===== src/rtl/aes_word_packer.sv =====
// Packs 32-bit host words into 128-bit blocks, buffers them in a block FIFO and
// issues them to the AES encrypt core. Optional macro: AES_PACKER_BYTESWAP_EN.
module aes_word_packer #(
  parameter int DEPTH = 2
) (
  input  logic                       clk,
  input  logic                       rst_n,
  input  logic                       word_valid,
  input  logic [31:0]                word_in,
  output logic                       word_ready,
  input  logic                       flush,
  input  logic                       key_valid,
  output logic                       blk_ready,
  output logic [127:0]               blk_data,
  output logic [1:0]                 word_idx,
  output logic [$clog2(DEPTH):0]     fifo_count
);

  localparam int AW = $clog2(DEPTH);
  localparam int CW = AW + 1;
  localparam logic [CW-1:0] DEPTH_C = CW'(DEPTH);

  logic [127:0]  mem [DEPTH];
  logic [AW-1:0] wr_ptr;
  logic [AW-1:0] rd_ptr;
  logic [127:0]  asm_q;
  logic [127:0]  blk_next;
  logic [31:0]   lane;
  logic [2:0]    cnt_post;
  logic          accept;
  logic          full_push;
  logic          fifo_full;
  logic          pop;
  logic          flush_go;
  logic          push;

`ifdef AES_PACKER_BYTESWAP_EN
  assign lane = {word_in[7:0], word_in[15:8], word_in[23:16], word_in[31:24]};
`else
  assign lane = word_in;
`endif

  assign fifo_full  = (fifo_count == DEPTH_C);
  assign word_ready = (word_idx != 2'd3) || !fifo_full;
  assign accept     = word_valid && word_ready;
  assign pop        = (fifo_count != '0) && key_valid;
  assign cnt_post   = {1'b0, word_idx} + {2'b00, accept};
  assign full_push  = accept && (word_idx == 2'd3);
  // cnt_post reaches 4 only through full_push, so nonzero here means 1..3
  assign flush_go   = flush && !full_push && (cnt_post != 3'd0) && (!fifo_full || pop);
  assign push       = full_push || flush_go;

  // asm_q is zeroed after every push, so lanes not yet written are already pad
  always_comb begin
    blk_next = asm_q;
    if (accept) begin
      case (word_idx)
        2'd0:    blk_next[127:96] = lane;
        2'd1:    blk_next[95:64]  = lane;
        2'd2:    blk_next[63:32]  = lane;
        default: blk_next[31:0]   = lane;
      endcase
    end
  end

  always_ff @(posedge clk) begin
    if (push) mem[wr_ptr] <= blk_next;
  end

  always_ff @(posedge clk or negedge rst_n) begin
    if (!rst_n) begin
      asm_q      <= '0;
      word_idx   <= '0;
      wr_ptr     <= '0;
      rd_ptr     <= '0;
      fifo_count <= '0;
      blk_ready  <= 1'b0;
      blk_data   <= '0;
    end else begin
      if (push) begin
        asm_q    <= '0;
        word_idx <= '0;
        wr_ptr   <= wr_ptr + AW'(1);
      end else if (accept) begin
        asm_q    <= blk_next;
        word_idx <= word_idx + 2'd1;
      end
      if (pop) begin
        rd_ptr   <= rd_ptr + AW'(1);
        blk_data <= mem[rd_ptr];
      end
      blk_ready <= pop;
      case ({push, pop})
        2'b10:   fifo_count <= fifo_count + CW'(1);
        2'b01:   fifo_count <= fifo_count - CW'(1);
        default: fifo_count <= fifo_count;
      endcase
    end
  end

endmodule


===== config.mk =====
export PLATFORM = sky130hd
export DESIGN_NAME = aes_word_packer
export DESIGN_NICKNAME = d
export VERILOG_FILES = /design/src/rtl/aes_word_packer.sv
export SDC_FILE = /design/constraint.sdc
export NUM_CORES = 1
export LEC_CHECK = 0
export ABC_AREA = 1
export CORE_MARGIN = 2
export CORE_UTILIZATION = 50
export DETAILED_ROUTE_END_ITERATION = 10
export PLACE_DENSITY_LB_ADDON = 0.3
export SYNTH_ARGS = -nofsm -noshare
export SYNTH_HDL_FRONTEND = slang
export SYNTH_SLANG_ARGS = --single-unit

===== constraint.sdc =====
create_clock -name clk -period 11.5 [get_ports clk]
set_input_delay 3.45 -clock clk [delete_from_list [all_inputs] [get_ports clk]]
set_output_delay 3.45 -clock clk [all_outputs]
set_load 0.02 [all_outputs]

Word-level counts from Yosys, hierarchy flattened. Memories as Yosys holds them, arrays and structs flattened. A register that Yosys moved wholly into a read port is not among the register bits. Index checks and enable logic that the tools add are counted.

Register bits: 135. Bits in latches: 0. Bits in writable memories: 256. ROM bits: 0. Input port bits: 37. Word-level logic and storage cells: 50. Memories kept: 1.

Memory list: mem (depth 2, bits a word 128, rd ports 1, clocked after memory_dff 1, write ports 1, RTL line 23) `logic [127:0] mem [DEPTH];`.

$add $sub $neg: 6. $mul: 0. Divide/modulo/power cells: 0. $lt $le $gt $ge: 0. Eq/ne operators: 7. Shift-type cells: 0. Mux-type cells: 12. Bitwise operators: 0. Reductions and logical operators: 18.

Operator list (count): 2-to-1 mux 128 bit (3); 2-to-1 mux 32 bit (4); == test 2 bit (second input constant) (4); logical AND 1 bit (6); nonzero test 2 bit (3); adder 2 x 1 -> 2 bit (second input constant) (2); == test 2 x 1 -> 1 bit (second input constant) (2); 2-to-1 mux 2 bit (2); case mux 2 bit (2 select lines) (1); adder 2 x 1 -> 3 bit (1); logical NOT 1 bit (3); logical OR 1 bit (3); nonzero test 3 bit (1); OR reduction 3 bit (1); adder 1 bit (second input constant) (2); logical NOT 2 bit (1); 2-to-1 mux 1 bit (2); != test 2 bit (second input constant) (1); subtractor 2 x 1 -> 2 bit (second input constant) (1).

Longest topological paths before layout. Gate-level depths: netlist (run 1).

Word-level depth: 12. Gate-level depth with buffers: 17.

Worst setup path after synthesis (run 1). No wires, ideal clock.

Kind: input port to flip-flop. Start: in word_valid. End: mem mem[1][0] (enable). Arrival: 10.110 ns. Required time: 10.881 ns. Setup slack: 0.771 ns. Cell stages on the path: 12. Path through: nand2_4 -> inv_2 -> buf_2 -> ha_1 -> ha_1 -> nor2_1 -> nand2_1 -> nand3_1 -> nand2_1 -> buf_4 -> inv_1 -> nor2_1.

Longest elaborated chain between the ends: 9. Elaborated cells on any way between the ends: 11. Those cells by class: 1 x add/sub; 2 x mux; 8 x reduce/logical.

Ends and longest elaborated chain: start, declared (RTL line 8) `input logic word_valid,`; logical AND 1 bit * (RTL line 45) `assign accept = word_valid && word_ready;`; parallel branches: the longest is 5 deep, another holds adder 2 x 1 -> 3 bit; logical OR 1 bit * (RTL line 51) `assign push = full_push || flush_go;`; 2-to-1 mux 1 bit * (RTL line 67) `if (push) mem[wr_ptr] <= blk_next;`; 2-to-1 mux 1 bit (implied by the code) * (RTL line 67); end, declared (RTL line 23).

Mark *: on every way between the ends.

Final worst setup path (run 1).
Start: in word_valid. End: mem mem[1][19] (enable).

The elaborated chain is that of the path after synthesis.

==> results.yml, run 1 <==
power:
  leakage_nw: 10.7
  powerDensity_mw_per_mm2: 302
  ir_worst_vdd_mv: 0.287
drt:
  avgViaCountPerCell: 5.25
  drtPass1Iterations: 5
  drc: 0
  ant_nets: 0
  drtIter0Drc: 1513
  totalWireLength_um: 51300
  num_vias: 14800
  wl_per_cell_um: 18.2
worst_hold_path:
  hold_start: "asm_q[30]$_DFFE_PN0P_"
  hold_class: "flip-flop to flip-flop"
  holdPathStages: 2
  whs_endpoint: "asm_q[30]$_DFFE_PN0P_"
final_layout:
  multi_input_area_mm2: 0.00518
  final_net_count: 2277
  area_delta_synth_final_pct: 17.1
  fillers: 3452
  drive_gt1_share_pct: 4.57
  seqCellArea_mm2: 0.0143
  fin_area_mm2: 0.0246
clock_tree:
  cts.clk_slew.worst_paths_ps: 60
  clockBufferDepth: 3
  cts_num_sinks: 519
  ctsHoldBuffers: 0
  cts-root-buf: "clkbuf_16"
  post_cts_buffers: 0
  cts_resized: 0
  clock_latency_ps: 600
  tritoncts: "yes"
  numCtsBuffers: 51
  htreeDepth: 2
worst_setup_path:
  critPathKind: "input pin to flip-flop"
  crit_buf_inv: 4
  cp_slowest_stage_delay_ps: 980
  cp_top_family: "simple AND/OR/NAND/NOR gates"
  r2r_start: "word_idx[0]$_DFFE_PN0P_"
  worstPathMaxFanout: 99
  critPathSlowestCell: "nor2_4"
  reg2reg_slack_ps: 6390
  worstSetupEndpointType: "flip-flop"
  crit_chain: "clkdlybuf4s50_1 > nand2_4 > inv_2 > ha_1 > ha_1 > nor2_1 > nand2_1 > nand3_1 > nand2_4 > inv_1 > nor2_4 > buf_12"
  r2r-end: "mem[1][19]$_DFFE_PP_"
  crit_path_start_kind: "input pin"
  cp.arrival_ps: 7760
  required_ps: 11720
  worst_r2r_path_depth: 13
global_route:
  first_global_vias: 14400
  grt_pass1_wl_um: 79700
  grt_max_degree: 175
  antenna_found_initial: 1
  grt_overflow: 0
  grt.total_usage_pct: 23.9
timing:
  fmax_mhz: 133
  relSlewSlack_pct: 15.1
  skew_ps: 23.9
  slew_viol_final: 0
  hold_viol: 0
  tns_ps: 0
  worst_slew_pin_slew_ps: 1270
  fin_crit_ps: 7540
  fin_crit_sh_pct: 65.6
  finalSetupViolations: 0
  rsz0062_at_grt: "no"
die:
  die_h_um: 209
  die_area_mm2: 0.0436
  initial_core_util_pct: 50.4
  io_pins: 171
  core_mm2: 0.0417
  die_x_um: 209
  std_cell_rows: 75
yosys:
  yosysSeqAreaShare_pct: 68.0
  netlist_instances: 2119
  avgSynthCellArea_um2: 9.91
  netlist_area_mm2: 0.0210
  syn_nets: 2163
  yosysUniqueCellTypes: 25
  ys_seq_elements: 519
  yosysWarningCount: 0
job:
  cap_violations: 0
placed_design:
  port_buffers: 170
  gp_congestion: 0.851
  dp_hpwl_um: 30600
  placed_area_mm2: 0.0229
run_status:
  status: "finished, final reports clean"
## metal layers
layer | global-route usage (%) | vias to the layer above | wire, um
li1 | - | 6957 | -
met1 | 33.3 | 7151 | 21600
met2 | 38.0 | 568 | 24100
met3 | 3.77 | 95 | 3900
met4 | 9.24 | 0 | 1710
met5 | 0 | - | 0
## worst max-delay path by stage
stage / endpoint / startpoint / cells past startpoint / slack, ps
2_1_floorplan: mem[1][0]$_DFFE_PP_ / word_valid / 12 / 770
3_3_place_gp: mem[1][22]$_DFFE_PP_ / word_valid / 12 / 3420
3_5_place_dp: mem[1][22]$_DFFE_PP_ / word_valid / 12 / 3320
4_1_cts: mem[1][14]$_DFFE_PP_ / word_valid / 12 / 3950
5_1_grt: mem[1][123]$_DFFE_PP_ / word_valid / 12 / 3690
6_report: mem[1][19]$_DFFE_PP_ / word_valid / 12 / 3960
## synth_stat cells (all sizes together)
cell    instances  area (um2)
clkbuf         51         193
nor2          258         968
ha              7        87.6
a21oi           2        10.0
clkinv          1        3.75
nand3b          1        7.51
xnor2           2        17.5
nand2         680        2560
dfrtp         263        6580
inv           266         998
edfxtp        256        7690
nand3           5        35.0
xor2            1        8.76
o21ai         130         654
buf            67         375
nand4           1        6.26
a31oi         128         801
## placed cells by master, fill, tap and decap left out, types with 2 or more instances in the layout
cell type / n
nand3_1: 3
clkbuf_1: 13
clkinv_2: 13
a31oi_1: 128
buf_4: 7
buf_12: 2
nand3_2: 2
clkdlybuf4s50_1: 169
nand2_4: 2
nand2_1: 678
nor2_1: 257
a21oi_1: 2
ha_1: 4
ha_2: 3
clkbuf_16: 54
inv_2: 2
dfrtp_1: 262
clkbuf_8: 10
inv_1: 262
edfxtp_1: 256
clkinv_1: 3
inv_4: 2
o21ai_0: 129
xnor2_1: 2
## cell type report
type,instances,share of cell area (%)
Clock buffer,77,6.25
Inverter,267,4.13
Multi-Input combinational cell,1215,21.1
Timing Repair Buffer,179,7.32
Antenna cell,1,0.0102
Tap cell,539,2.74
Clock inverter,18,0.468
Sequential cell,519,58.0
## sequential cells by signal, indices dropped and copies added (netlist names)
signal and cells:
rd_ptr 1, fifo_count 2, blk_ready 1, word_idx 2, wr_ptr 1, asm_q 128, blk_data 128, mem 256
## per-stage QoR
stage	utilization [%]	total power [mW]	hold slack, ps	setup slack, ps	std cells
after floorplan	-	4.82	473	771	2119
after global placement	55.1	5.72	482	3420	2719
after detailed placement	55.1	5.83	485	3320	2719
after CTS	59.0	7.47	495	3950	2814
after global routing	59.0	7.89	509	3690	2814
final	59.0	7.43	494	3960	2815
## worst reg2reg max path, delay by kind of cell (launching register included)
family | cells | cell delay [ps]
adders and majority gates | 3 | 790
buffers and inverters | 3 | 870
DFF | 1 | 480
and+or+nand+nor | 7 | 2570
## power by group
part | total [mW] | switching [mW] | internal, mW
registers | 3.17 | 0.367 | 2.80
logic | 2.62 | 1.70 | 0.920
clock network | 1.64 | 0.696 | 0.944
total | 7.43 | 2.77 | 4.67
## cell families after synthesis
logic type / synth area share [%]
buf+inv: 7.48
xor+xnor: 0.125
compound gates: 6.98
fa+ha+maj: 0.417
flops: 68.0
simple gates: 17.0
No activity file was read; power rests on OpenSTA's default activity.
==> inputs of run 2 (changes only) <==
==> constraint.sdc (replaced) <==
create_clock -name clk -period 7.35 [get_ports clk]
set_input_delay 2.205 -clock clk [delete_from_list [all_inputs] [get_ports clk]]
set_output_delay 2.205 -clock clk [all_outputs]
set_load 0.02 [all_outputs]
==> run 2 against run 1 <==
Net effect: clock power is 58% higher; core utilization rose by 0.16 points; cell area rose by 0.27%; critical path type unchanged; critical endpoint is now asm_q[74]$_DFFE_PN0P_.
==> results.yml, run 2 (synthesis results as in run 1) <==
run_status:
  status: "finished, final reports clean"
die:
  initial_core_util_pct: 50.4
  std_cell_rows: 75
  core_mm2: 0.0417
  die_area_mm2: 0.0436
  die_h_um: 209
  io_pins: 171
  die_x_um: 209
power:
  pwr-share-comb_pct: 35.7
  leakage_nw: 10.8
  pwr-share-seq_pct: 42.2
  intPower_mw: 7.35
  ir_worst_vdd_mv: 0.563
  powerDensity_mw_per_mm2: 475
  switching_share_pct: 37.2
  clkPwrFrac_pct: 22.1
  p_switching_mw: 4.35
  total_power_mw: 11.7
worst_setup_path:
  worstSetupEndpointType: "flip-flop"
  worstPathMaxFanout: 77
  critPathKind: "input pin to flip-flop"
  critPathSlowestCell: "buf_4"
  crit_path_start_kind: "input pin"
  cp_slowest_stage_delay_ps: 810
  crit_chain: "clkdlybuf4s50_1 > nand2_4 > inv_2 > ha_1 > ha_1 > nor2_1 > nand2_1 > nand3_1 > nand2_4 > buf_4 > buf_4 > nor2_1"
  worst_r2r_path_depth: 13
  required_ps: 7760
  cp.arrival_ps: 5170
timing:
  rsz0062_at_grt: "no"
  skew_ps: 15.6
  tns_ps: 0
  worst_slew_pin_slew_ps: 1190
  fmax_mhz: 210
  hold_ws_ps: 494
  fin_crit_ps: 4760
  fin_crit_sh_pct: 64.7
  slew_viol_final: 0
  relSlewSlack_pct: 20.7
  setup_ws_ps: 2590
  finalSetupViolations: 0
  hold_viol: 0
job:
  cap_violations: 0
clock_tree:
  post_cts_buffers: 0
  htreeDepth: 2
  clock_latency_ps: 570
  tritoncts: "yes"
  cts_resized: 0
  cts_num_sinks: 519
  cts.clk_slew.worst_paths_ps: 60
  numCtsBuffers: 50
  clockBufferDepth: 3
  cts-root-buf: "clkbuf_16"
  ctsHoldBuffers: 0
final_layout:
  top_register: "mem"
  area_delta_synth_final_pct: 17.5
  final_net_count: 2281
  multi_input_area_mm2: 0.00518
  seqCellArea_mm2: 0.0143
  reg_top3: "mem: 256 flops, asm_q: 128 flops, blk_data: 128 flops"
  drive_gt1_share_pct: 4.61
  final_cell_mix: "nand2_1 (678), inv_1 (262), dfrtp_1 (262)"
  final_common_cell: "nand2_1"
  largest_register_ffs: 256
  fin_area_mm2: 0.0247
  num_antenna_cells: 0
  fillers: 3463
placed_design:
  dp_hpwl_um: 30800
  placed_area_mm2: 0.0230
  port_buffers: 170
  pre_cts_ws_ps: 2040
  gp_congestion: 0.807
global_route:
  grt_overflow: 0
  grt_pass1_wl_um: 82000
  grt.total_usage_pct: 24.4
  first_global_vias: 14700
  antenna_found_initial: 1
  grt_max_degree: 188
worst_hold_path:
  holdPathStages: 2
  hold_class: "flip-flop to flip-flop"
drt:
  drtIter0Drc: 1438
  ant_nets: 0
  wl_per_cell_um: 18.6
  totalWireLength_um: 52300
  num_vias: 14800
  drc: 0
  avgViaCountPerCell: 5.27
  drtPass1Iterations: 7
run 2: power groups by stage:
stage | logic [mW] | registers, mW | clock network (mW)
floorplan | 2.23 | 5.29 | 0
CTS | 4.20 | 4.95 | 2.61
detailed placement | 4.17 | 4.99 | 0
global route | 4.65 | 5.05 | 2.72
finish | 4.17 | 4.94 | 2.59
global placement | 4.04 | 4.96 | 0
run 2: routing by layer:
metal	global-route usage (%)	up-vias	wire, um
met1	34.1	7257	22200
met5	0	-	0
met4	8.65	0	1680
met2	38.7	530	24400
li1	-	6965	-
met3	4.51	96	3980
run 2: worst max-delay path, delay by kind of cell:
| family | cells | cell delay [ps] |
|---|---|---|
| buf+inv | 4 | 1840 |
| fa+ha+maj | 2 | 440 |
| simple gates | 6 | 600 |
run 2: cell type report:
| type | count | share of cell area [%] |
|---|---|---|
| Sequential cell | 519 | 57.9 |
| Tap cell | 539 | 2.73 |
| Timing Repair Buffer | 184 | 7.55 |
| Inverter | 267 | 4.11 |
| Clock buffer | 72 | 6.04 |
| Multi-Input combinational cell | 1215 | 21.0 |
| Clock inverter | 21 | 0.695 |
run 2: metrics by stage:
| step | instances | utilization [%] |
|---|---|---|
| global placement | 2724 | 55.2 |
| floorplan | 2119 | - |
| finish | 2817 | 59.2 |
| global route | 2817 | 59.2 |
| detailed placement | 2724 | 55.2 |
| CTS | 2817 | 59.2 |
run 2: final timing paths:
| kind | from | to | slack [ps] |
|---|---|---|---|
| max | word_valid | asm_q[74]$_DFFE_PN0P_ | 2590 |
| max reg2reg | word_idx[1]$_DFFE_PN0P_ | asm_q[74]$_DFFE_PN0P_ | 3820 |
| max in group asynchronous | rst_n | rd_ptr$_DFFE_PN0P_ | 4090 |
| min reg2reg | asm_q[0]$_DFFE_PN0P_ | asm_q[0]$_DFFE_PN0P_ | 490 |
| min | asm_q[0]$_DFFE_PN0P_ | asm_q[0]$_DFFE_PN0P_ | 490 |
| min in group asynchronous | rst_n | blk_data[14]$_DFFE_PN0P_ | 1740 |
==> inputs of run 3 (changes only) <==
==> constraint.sdc (replaced) <==
create_clock -name clk -period 4.9 [get_ports clk]
set_input_delay 1.47 -clock clk [delete_from_list [all_inputs] [get_ports clk]]
set_output_delay 1.47 -clock clk [all_outputs]
set_load 0.02 [all_outputs]
==> run 3 against run 2 <==
Net effect: critical path depth unchanged; setup slack got worse by 1500 ps; cell area increased by 0.71%; sequential share of layout area down 0.41 points; sequential power is 50% higher; register-to-register slack got worse by 2300 ps; critical path type unchanged.
==> results.yml, run 3 (synthesis results as in run 1) <==
die:
  initial_core_util_pct: 50.4
  die_area_mm2: 0.0436
  die_h_um: 209
  io_pins: 171
  std_cell_rows: 75
  die_x_um: 209
  core_mm2: 0.0417
clock_tree:
  clock_latency_ps: 600
  cts.clk_slew.worst_paths_ps: 60
  ctsHoldBuffers: 0
  numCtsBuffers: 51
  cts-root-buf: "clkbuf_16"
  cts_num_sinks: 519
  clockBufferDepth: 3
  tritoncts: "yes"
  post_cts_buffers: 0
  htreeDepth: 2
  cts_resized: 0
worst_setup_path:
  crit_path_start_kind: "input pin"
  critPathKind: "input pin to flip-flop"
  required_ps: 5130
  worstSetupEndpointType: "flip-flop"
  worstPathMaxFanout: 74
  worst_r2r_path_depth: 13
  cp.arrival_ps: 4000
timing:
  fin_crit_sh_pct: 76.9
  fin_crit_ps: 3770
  tns_ps: 0
  slew_viol_final: 0
  rsz0062_at_grt: "no"
  relSlewSlack_pct: 18.3
  fmax_mhz: 266
  skew_ps: 21.1
  hold_viol: 0
  worst_slew_pin_slew_ps: 1230
  finalSetupViolations: 0
power:
  ir_worst_vdd_mv: 0.467
  intPower_mw: 11.1
  pwr-share-seq_pct: 42.0
  pwr-share-comb_pct: 35.6
  powerDensity_mw_per_mm2: 712
  p_switching_mw: 6.57
  switching_share_pct: 37.1
  leakage_nw: 10.8
  clkPwrFrac_pct: 22.4
final_layout:
  final_common_cell: "nand2_1"
  final_net_count: 2285
  area_delta_synth_final_pct: 18.3
  final_cell_mix: "nand2_1 (677), dfrtp_1 (262), inv_1 (261)"
  largest_register_ffs: 256
  fin_area_mm2: 0.0248
  reg_top3: "mem: 256 flops, asm_q: 128 flops, blk_data: 128 flops"
  fillers: 3435
  multi_input_area_mm2: 0.00523
  final_core_util_pct: 59.6
  top_register: "mem"
  drive_gt1_share_pct: 5.08
  seqCellArea_mm2: 0.0143
job:
  cap_violations: 0
drt:
  ant_nets: 0
  num_vias: 14800
  drtPass1Iterations: 6
  wl_per_cell_um: 18.5
  totalWireLength_um: 52400
  avgViaCountPerCell: 5.25
  drc: 0
  drtIter0Drc: 1185
placed_design:
  port_buffers: 170
  dp_hpwl_um: 31000
  gp_congestion: 0.812
  placed_area_mm2: 0.0231
global_route:
  grt_pass1_wl_um: 81800
  antenna_found_initial: 2
  grt.total_usage_pct: 24.4
  first_global_vias: 14900
  grt_max_degree: 115
  grt_overflow: 0
run_status:
  status: "finished, final reports clean"
worst_hold_path:
  holdPathStages: 2
  hold_class: "flip-flop to flip-flop"
==> run 3: cell count changes in the layout (fill, tap and decap cells not counted), moves of 2 or more <==
| cell | before | now |
|---|---|---|
| clkbuf_8 | 7 | 11 |
| inv_6 | 0 | 3 |
| diode_2 | 0 | 2 |
| ha_1 | 4 | 2 |
| ha_4 | 0 | 2 |
| clkinv_2 | 11 | 8 |
| buf_12 | 4 | 7 |
| clkbuf_16 | 54 | 52 |
==> run 3: final timing paths <==
path,startpoint,end,slack [ps]
max in group asynchronous,rst_n,asm_q[121]$_DFFE_PN0P_,2990
min,asm_q[16]$_DFFE_PN0P_,asm_q[16]$_DFFE_PN0P_,490
max,word_valid,mem[0][118]$_DFFE_PP_,1130
min in group asynchronous,rst_n,blk_data[25]$_DFFE_PN0P_,970
min reg2reg,asm_q[16]$_DFFE_PN0P_,asm_q[16]$_DFFE_PN0P_,490
max reg2reg,word_idx[0]$_DFFE_PN0P_,mem[0][118]$_DFFE_PP_,1520
==> run 3: critical path, cell delays in order <==
cell	delay, ps
clkdlybuf4s50_1	530
nand2_8	140
inv_6	40
ha_4	150
ha_4	240
nor2_1	30
nand2_1	70
nand3_2	130
nand2_4	340
nand2_4	90
clkinvlp_4	290
buf_12	400
==> run 3: per-stage QoR <==
step           std cells  hold slack (ps)  setup WS, ps  total power, mW
2_1_floorplan       2119              473         -27.3             11.3
3_3_place_gp        2727              482           607             13.6
3_5_place_dp        2727              485           559             13.8
4_1_cts             2823              494          1170             17.8
5_1_grt             2823              503          1040             18.7
6_report            2825              491          1130             17.7
==> run 3: metal layers <==
| metal | vias up | GRT usage (%) | part of all wire [%] |
|---|---|---|---|
| li1 | 6985 | - | - |
| met1 | 7215 | 32.9 | 42 |
| met2 | 574 | 39.6 | 47 |
| met3 | 64 | 5.05 | 8.4 |
| met4 | 0 | 8.50 | 2.2 |
| met5 | - | 0 | 0 |
==> run 3: layout make-up <==
| type | instances | area share [%] |
|---|---|---|
| Sequential cell | 519 | 57.5 |
| Multi-Input combinational cell | 1215 | 21.0 |
| Timing Repair Buffer | 187 | 7.74 |
| Clock buffer | 75 | 6.03 |
| Inverter | 267 | 4.12 |
| Tap cell | 539 | 2.72 |
| Clock inverter | 21 | 0.872 |
| Antenna cell | 2 | 0.0202 |
==> run 3: power by group through the flow <==
stage | combinational [mW] | clock [mW] | sequential, mW
6_report | 6.30 | 3.96 | 7.43
5_1_grt | 6.98 | 4.17 | 7.59
4_1_cts | 6.35 | 4.00 | 7.44
3_5_place_dp | 6.29 | 0 | 7.51
3_3_place_gp | 6.11 | 0 | 7.44
2_1_floorplan | 3.39 | 0 | 7.91
